[config.mk]
export PLATFORM = sky130hd
export DESIGN_NAME = conv_loader
export DESIGN_NICKNAME = d
export VERILOG_FILES = /design/src/rtl/conv_loader.sv
export SDC_FILE = /design/constraint.sdc
export NUM_CORES = 1
export LEC_CHECK = 0
export ABC_CLOCK_PERIOD_IN_PS = 13200
export CORE_MARGIN = 2
export CORE_UTILIZATION = 48
export DETAILED_ROUTE_END_ITERATION = 7
export HOLD_SLACK_MARGIN = 0.05
export PLACE_DENSITY_LB_ADDON = 0.08
export SETUP_SLACK_MARGIN = 0.4
export SYNTH_ARGS = -nofsm -noshare
export SYNTH_HDL_FRONTEND = slang
export SYNTH_SLANG_ARGS = --single-unit
[constraint.sdc]
create_clock -name clk -period 13.2 [get_ports clk]
set_clock_uncertainty 0.15 [all_clocks]
set_input_delay 2.64 -clock clk [delete_from_list [all_inputs] [get_ports clk]]
set_output_delay 2.64 -clock clk [all_outputs]
set_load 0.05 [all_outputs]
[src/rtl/conv_loader.sv]
// rtl/conv_loader.sv - memory-to-stream loader feeding activations, weights and a trigger to the conv core
module conv_loader #(
    parameter int MIN_GAP = 0,
    parameter int AW      = 26,
    parameter int DW      = 32
) (
    input  logic          clk,
    input  logic          rst,
    input  logic          start,
    input  logic [AW-1:0] act_base,
    input  logic [AW-1:0] wgt_base,
    input  logic [4:0]    Hp,
    input  logic [4:0]    Wp,
    input  logic [7:0]    I,
    input  logic [7:0]    O,
    input  logic [2:0]    K,
    output logic          rvalid,
    output logic [AW-1:0] raddr,
    input  logic          rready,
    input  logic [DW-1:0] rdata,
    output logic          din_valid,
    output logic [15:0]   din_data,
    output logic          busy,
    output logic          done
);

    localparam logic [2:0] ST_IDLE    = 3'd0;
    localparam logic [2:0] ST_CALC    = 3'd1;
    localparam logic [2:0] ST_ACT_REQ = 3'd2;
    localparam logic [2:0] ST_WGT_REQ = 3'd3;
    localparam logic [2:0] ST_GAP     = 3'd4;
    localparam logic [2:0] ST_TRIG    = 3'd5;
    localparam logic [2:0] ST_DONE    = 3'd6;

    localparam logic [3:0] GAP_LAST = 4'(MIN_GAP);

    logic [2:0]    state;
    logic [AW-1:0] act_base_r;
    logic [AW-1:0] wgt_base_r;
    logic [4:0]    hp_r;
    logic [4:0]    wp_r;
    logic [7:0]    i_r;
    logic [7:0]    o_r;
    logic [2:0]    k_r;
    logic [23:0]   n_act;
    logic [23:0]   n_wgt;
    logic [23:0]   idx;
    logic [3:0]    gap_cnt;
    logic          wgt_phase;
    logic [23:0]   act_prod;
    logic [23:0]   wgt_prod;

    // Upper data bits are never forwarded to the core.
    logic unused_rdata_hi;
    assign unused_rdata_hi = ^rdata[DW-1:16];

    // Tensor sizes from the latched configuration; worst case fits in 24 bits.
    always_comb begin
        act_prod = 24'(i_r) * 24'(hp_r) * 24'(wp_r);
        wgt_prod = 24'(o_r) * 24'(i_r) * 24'(k_r) * 24'(k_r);
    end

    // Load sequencer: request/response per word, inter-pulse gap, trailing trigger.
    always_ff @(posedge clk or posedge rst) begin
        if (rst) begin
            state      <= ST_IDLE;
            act_base_r <= '0;
            wgt_base_r <= '0;
            hp_r       <= '0;
            wp_r       <= '0;
            i_r        <= '0;
            o_r        <= '0;
            k_r        <= '0;
            n_act      <= '0;
            n_wgt      <= '0;
            idx        <= '0;
            gap_cnt    <= '0;
            wgt_phase  <= 1'b0;
            rvalid     <= 1'b0;
            raddr      <= '0;
            din_valid  <= 1'b0;
            din_data   <= '0;
            busy       <= 1'b0;
            done       <= 1'b0;
        end else begin
            din_valid <= 1'b0;
            done      <= 1'b0;
            case (state)
                ST_IDLE: begin
                    if (start) begin
                        act_base_r <= act_base;
                        wgt_base_r <= wgt_base;
                        hp_r       <= Hp;
                        wp_r       <= Wp;
                        i_r        <= I;
                        o_r        <= O;
                        k_r        <= K;
                        busy       <= 1'b1;
                        state      <= ST_CALC;
                    end
                end
                ST_CALC: begin
                    n_act   <= act_prod;
                    n_wgt   <= wgt_prod;
                    idx     <= '0;
                    gap_cnt <= '0;
                    if (act_prod != 24'd0) begin
                        wgt_phase <= 1'b0;
                        rvalid    <= 1'b1;
                        raddr     <= act_base_r;
                        state     <= ST_ACT_REQ;
                    end else if (wgt_prod != 24'd0) begin
                        wgt_phase <= 1'b1;
                        rvalid    <= 1'b1;
                        raddr     <= wgt_base_r;
                        state     <= ST_WGT_REQ;
                    end else begin
                        din_valid <= 1'b1;
                        din_data  <= 16'h0000;
                        state     <= ST_TRIG;
                    end
                end
                ST_ACT_REQ, ST_WGT_REQ: begin
                    // raddr is held untouched until the memory accepts.
                    if (rready) begin
                        rvalid    <= 1'b0;
                        din_valid <= 1'b1;
                        din_data  <= rdata[15:0];
                        idx       <= idx + 24'd1;
                        gap_cnt   <= '0;
                        state     <= ST_GAP;
                    end
                end
                ST_GAP: begin
                    // The first GAP cycle carries the data pulse; MIN_GAP idle cycles follow.
                    if (gap_cnt != GAP_LAST) begin
                        gap_cnt <= gap_cnt + 4'd1;
                    end else if (!wgt_phase && idx < n_act) begin
                        rvalid <= 1'b1;
                        raddr  <= act_base_r + AW'(idx);
                        state  <= ST_ACT_REQ;
                    end else if (wgt_phase && idx < n_wgt) begin
                        rvalid <= 1'b1;
                        raddr  <= wgt_base_r + AW'(idx);
                        state  <= ST_WGT_REQ;
                    end else if (!wgt_phase && n_wgt != 24'd0) begin
                        wgt_phase <= 1'b1;
                        idx       <= '0;
                        rvalid    <= 1'b1;
                        raddr     <= wgt_base_r;
                        state     <= ST_WGT_REQ;
                    end else begin
                        din_valid <= 1'b1;
                        din_data  <= 16'h0000;
                        gap_cnt   <= '0;
                        state     <= ST_TRIG;
                    end
                end
                ST_TRIG: begin
                    // Trigger pulse is on the first TRIG cycle; then MIN_GAP idle cycles.
                    if (gap_cnt != GAP_LAST) begin
                        gap_cnt <= gap_cnt + 4'd1;
                    end else begin
                        done  <= 1'b1;
                        busy  <= 1'b0;
                        state <= ST_DONE;
                    end
                end
                ST_DONE: begin
                    state <= ST_IDLE;
                end
                default: begin
                    state <= ST_IDLE;
                end
            endcase
        end
    end

endmodule

# --- Yosys cells after proc, flatten, opt, wreduce, memory -nomap -nowiden ---
# Cells that the tools add are included.
# W data, S select, Z words.
totals:
  register_bits: 199
  n_memories: 0
  input_bits: 117
  latch_bits: 0
  mem_bits_rw: 0
  out_inout_bits: 46
  word_cells: 138
  mem_bits_ro: 0
classes:
  n_shift: 0
  div_mod_pow: 0
  eq_ne: 21
  n_mux: 64
  bitwise: 0
  n_mul: 5
  addsub: 4
  reduce_logical: 23
  magnitude_cmp: 2
ops:
  columns: ["op", "count"]
  rows:
  - ["$mux W26", 6]
  - ["$mux W24", 5]
  - ["$mux W16", 7]
  - ["$pmux W24 S3", 1]
  - ["$reduce_bool A24 Y1", 3]
  - ["$add A26 B24 Y26", 2]
  - ["$pmux W26 S2", 1]
  - ["$pmux W16 S3", 1]
  - ["$mux W3", 9]
  - ["$add A24 B1 Y24 const B", 1]
  - ["$lt A24 B18 Y1", 1]
  - ["$lt A24 B22 Y1", 1]
  - ["$mux W4", 6]
  - ["$mul A19 B3 Y22", 1]
  - ["$mux W1", 22]
  - ["$ne A2 B2 Y1 const B", 11]
  - ["$mul A16 B3 Y19", 1]
  - ["$mul A13 B5 Y18", 1]
  - ["$reduce_and A6 Y1", 3]
  - ["$mul A8 B8 Y16", 1]
  - ["$pmux W4 S4", 1]
  - ["$pmux W3 S5", 1]
  - ["$mul A8 B5 Y13", 1]
  - ["$ne A3 B3 Y1 const B", 4]
  - ["19 further kinds", 28]

# --- Longest topological paths before layout ---
logic_depth:
  ltp_word: 7
  ltp_mapped: 44
  ltp_nobuf: 40

# --- Worst setup path before layout ---
# OpenSTA, ideal clock, no wires.
synth_path:
  kind: "register -> register"
  from: "register i_r[7]"
  to: "register raddr[10]"
  arrival_time_ns: 9.578
  n_path_buf: 4
  stages_incl_launch_ff: 42
  slack_ns: 3.344
  t_required_ns: 12.922
  setup_ns: 0.128
  synth_period_minus_slack_ns: 9.856
  cell_sequence: "dfrtp_1 clkbuf_1 nand2_1 fa_1 fa_1 inv_1 fa_1 inv_1 fa_1 inv_1 ha_1 a21oi_1 o21bai_1 a21oi_1 o21bai_1 a2111oi_0 or3_1 mux2_2 (+6 left out) o21ai_1 nor3_1 nand2_1 fa_1 inv_1 ha_1 a21oi_1 o22ai_1 o21ai_0 nand2b_1 or3_1 a211oi_1 nand4_1 and4b_1 buf_2 nor2_1 buf_4 mux2_1"
synth_via:
  elab_chain_len: 6
  elab_cells_between_ends: 11
  classes_between: "mul: 5; eq/ne: 1; mux: 2; reduce/logical: 3"
synth_lines:
  columns: ["element", "line", "source"]
  rows:
  - ["from (decl)", "42", "logic [7:0] i_r;"]
  - ["from (signal assigned)", "71", "i_r <= '0;"]
  - ["from (signal assigned)", "95", "i_r <= I;"]
  - ["$mul A8 B8 Y16", "60", "wgt_prod = 24'(o_r) * 24'(i_r) * 24'(k_r) * 24'(k_r);"]
  - ["$mul A16 B3 Y19", "60", null]
  - ["$mul A19 B3 Y22", "60", null]
  - ["$reduce_bool A24 Y1", "112", "end else if (wgt_prod != 24'd0) begin"]
  - ["$ne A3 B3 Y1 (no source line)", null, null]
  - ["$reduce_and A4 Y1 (no source line)", null, null]
  - ["to (signal assigned)", "110", "raddr <= act_base_r;"]
  - ["to (signal assigned)", "115", "raddr <= wgt_base_r;"]
  - ["to (signal assigned)", "140", "raddr <= act_base_r + AW'(idx);"]
  - ["to (decl)", "18", "output logic [AW-1:0] raddr,"]
# Parallel ways exist; a longest one is shown, timed or not.
# A chain may end at the register's enable or synchronous reset.

# --- Worst setup path in the final report ---
layout_path:
  from: "register i_r[4]"
  to: "register raddr[15]"
# Same word-level chain as after synthesis.

==> results.py <==
metrics = {
    "layout": {
        "diodes": 0,
        "syn_to_final_growth_pct": 12.5,
        "fill_cells": 3973,
        "nNetsFinal": 2901,
        "drive_above_1_share_pct": 6.53,
    },
    "floorplanning": {
        "die_y_um": 212,
        "start_util_pct": 48.4,
        "core_area_um2": 43000,
        "dieArea_um2": 45000,
        "die_w_um": 212,
        "rows": 76,
        "ioPinCount": 163,
    },
    "run": {
        "cap_violations": 0,
    },
    "global_routing": {
        "grt_use_total_pct": 22.9,
        "grt_overflow_total": 0,
        "grt_pass1_wl_mm": 82.6,
        "grt_max_degree": 70,
        "grt_pass1_vias": 16747,
        "antenna_found_initial": 0,
    },
    "worst_setup_path": {
        "critical_path_arrival_ns": 11.38,
        "path_class": "flop to flop",
        "critPathCaptureType": "flop",
        "worstPathRequired_ns": 13.43,
        "cpLargestDelayFamily": "adder cells",
        "worst_path_max_delay_cell": "dfrtp_1",
        "critPathLaunchType": "flop",
        "crit_fanout": 21,
        "crit_buf_inv": 6,
        "crit_top_cell": "fa_1",
        "critical_path.max_stage_delay_ns": 0.58,
    },
    "sta": {
        "hold_viol_final": 0,
        "tightest_slew_ns": 1.21,
        "drv_slew": 0,
        "finalCritPeriodShare_pct": 84.5,
        "finalSetupViolations": 0,
        "rsz0062_at_grt": "no",
        "slew_headroom_pct": 19.4,
        "max_freq_ghz": 0.0897,
        "min_period_ns": 11.15,
        "tns_ns": 0,
    },
    "clocking": {
        "path_clk_slew_ns": 0.07,
        "cts.repair.resized": 0,
        "clk_path_buf_depth": 2,
        "cts_root_buffer": "clkbuf_16",
        "clock_latency_ns": 0.50,
        "cts_tree": "done",
        "cts_hold_buf": 0,
        "cts_setup_buffers": 0,
        "cts_sinks": 199,
        "htreeDepth": 4,
        "cts_buffers": 17,
    },
    "synth": {
        "syn_nets": 2807,
        "synth_edf_count": 0,
        "syn_area_um2": 20800,
        "async_reset_ff_share_pct": 100,
        "yosysTopAreaCell": "dfrtp_1",
        "synthCells": 2357,
        "ys_warn_count": 0,
        "synth_common_cells": "276 x inv_1, 276 x nand2_1, 211 x ha_1, 199 x dfrtp_1, 125 x o21ai_0",
        "synth_seq_cells": 199,
        "synth_flop_cell": "dfrtp_1",
        "syn-mean-instance-area_um2": 8.83,
        "ys_seq_area_share_pct": 23.9,
        "synth_top_area_share_pct": 23.9,
        "synth.distinct_cells": 85,
        "synth.top_cells.by_area": "dfrtp_1 24%, ha_1 13%, fa_1 12%",
    },
    "detailed_routing": {
        "drtAntennaViolNets": 0,
        "wl_per_cell_um": 16.3,
        "drt-total-wl_mm": 49.6,
        "drc": 0,
        "first_pass_iters": 5,
        "via_count": 16649,
        "viasPerCell": 5.46,
        "drt_first_iter_violations": 713,
    },
    "placement": {
        "place.gp.congestion": 0.928,
        "hpwl_mm": 39.0,
        "portBuffers": 146,
    },
    "outcome": {
        "outcome": "finished, final reports clean",
    },
    "min_path": {
        "hold_path_class": "flop to flop",
    },
}
## layout make-up
type,instances,area [µm²],share of cell area (%)
flip-flops and latches,199,4980,21.3
clock inverters,12,130,0.556
repair buffers,165,1600,6.85
inverters,277,1050,4.47
clock buffers,20,467,1.99
multi-input cells,1791,14500,61.7
well taps,585,732,3.12
## flip-flops by register name, indices dropped and copies added, names as in the netlist, 8 cells and up
register    cells
i_r             8
n_wgt          22
wgt_base_r     26
raddr          26
o_r             8
act_base_r     26
din_data       16
idx            24
n_act          18
## tightest hold or removal path, cell delays in order, from the launching register on
cell and delay [ns]:
dfrtp_1 0.34, nand2_1 0.05, o21ai_0 0.06
## metrics by stage
stage	util (%)	hold WS [ns]	instances	worst slack, ns	cell area, µm²
after floorplan	-	0.299	2357	3.34	20800
after global placement	53.1	0.316	3017	2.23	22800
after detailed placement	53.1	0.321	3017	1.97	22800
after CTS	54.5	0.337	3049	1.98	23400
after global routing	54.5	0.362	3049	1.34	23400
final	54.5	0.329	3049	2.05	23400
## worst paths after layout
check / start / slack [ns] / cells after the start / end
min in group asynchronous: rst / 2.40 / 2 / k_r[2]$_DFFE_PP0P_
max in group asynchronous: rst / 9.20 / 3 / o_r[7]$_DFFE_PP0P_
max reg2reg: i_r[4]$_DFFE_PP0P_ / 2.05 / 40 / raddr[15]$_DFFE_PP0P_
min reg2reg: n_act[7]$_DFFE_PP0N_ / 0.33 / 2 / n_act[7]$_DFFE_PP0N_
min: n_act[7]$_DFFE_PP0N_ / 0.33 / 2 / n_act[7]$_DFFE_PP0N_
max: i_r[4]$_DFFE_PP0P_ / 2.05 / 40 / raddr[15]$_DFFE_PP0P_
## cell usage in the layout, fill, tap and decap left out, drive strengths merged, types with 21 or more instances in the layout
master / count
a211oi: 31
a21o: 49
a21oi: 98
and2: 106
and3: 22
clkdlybuf4s50: 146
dfrtp: 199
fa: 122
ha: 211
inv: 283
mux2: 106
mux2i: 60
nand2: 276
nand3: 45
nor2: 106
nor2b: 21
nor3: 29
o21a: 21
o21ai: 130
xnor2: 67
xor2: 37
## logic make-up after synthesis
kind of cell    share of synthesized area (%)
flops                                    23.9
xor+xnor                                 4.38
compound gates                           15.1
simple gates                             16.8
mux                                      8.62
fa+ha+maj                                24.4
buf+inv                                  6.75
## layer usage
layer  routed length [µm]  GRT usage, %
met1                22200          28.7
met2                24500          39.8
met3                 1770          3.87
met4                 1170          7.81
met5                    0             0
Power is left out: the tool's default activity adds up to more than one toggle a clock period on the data nets, which glitch-free logic cannot reach.
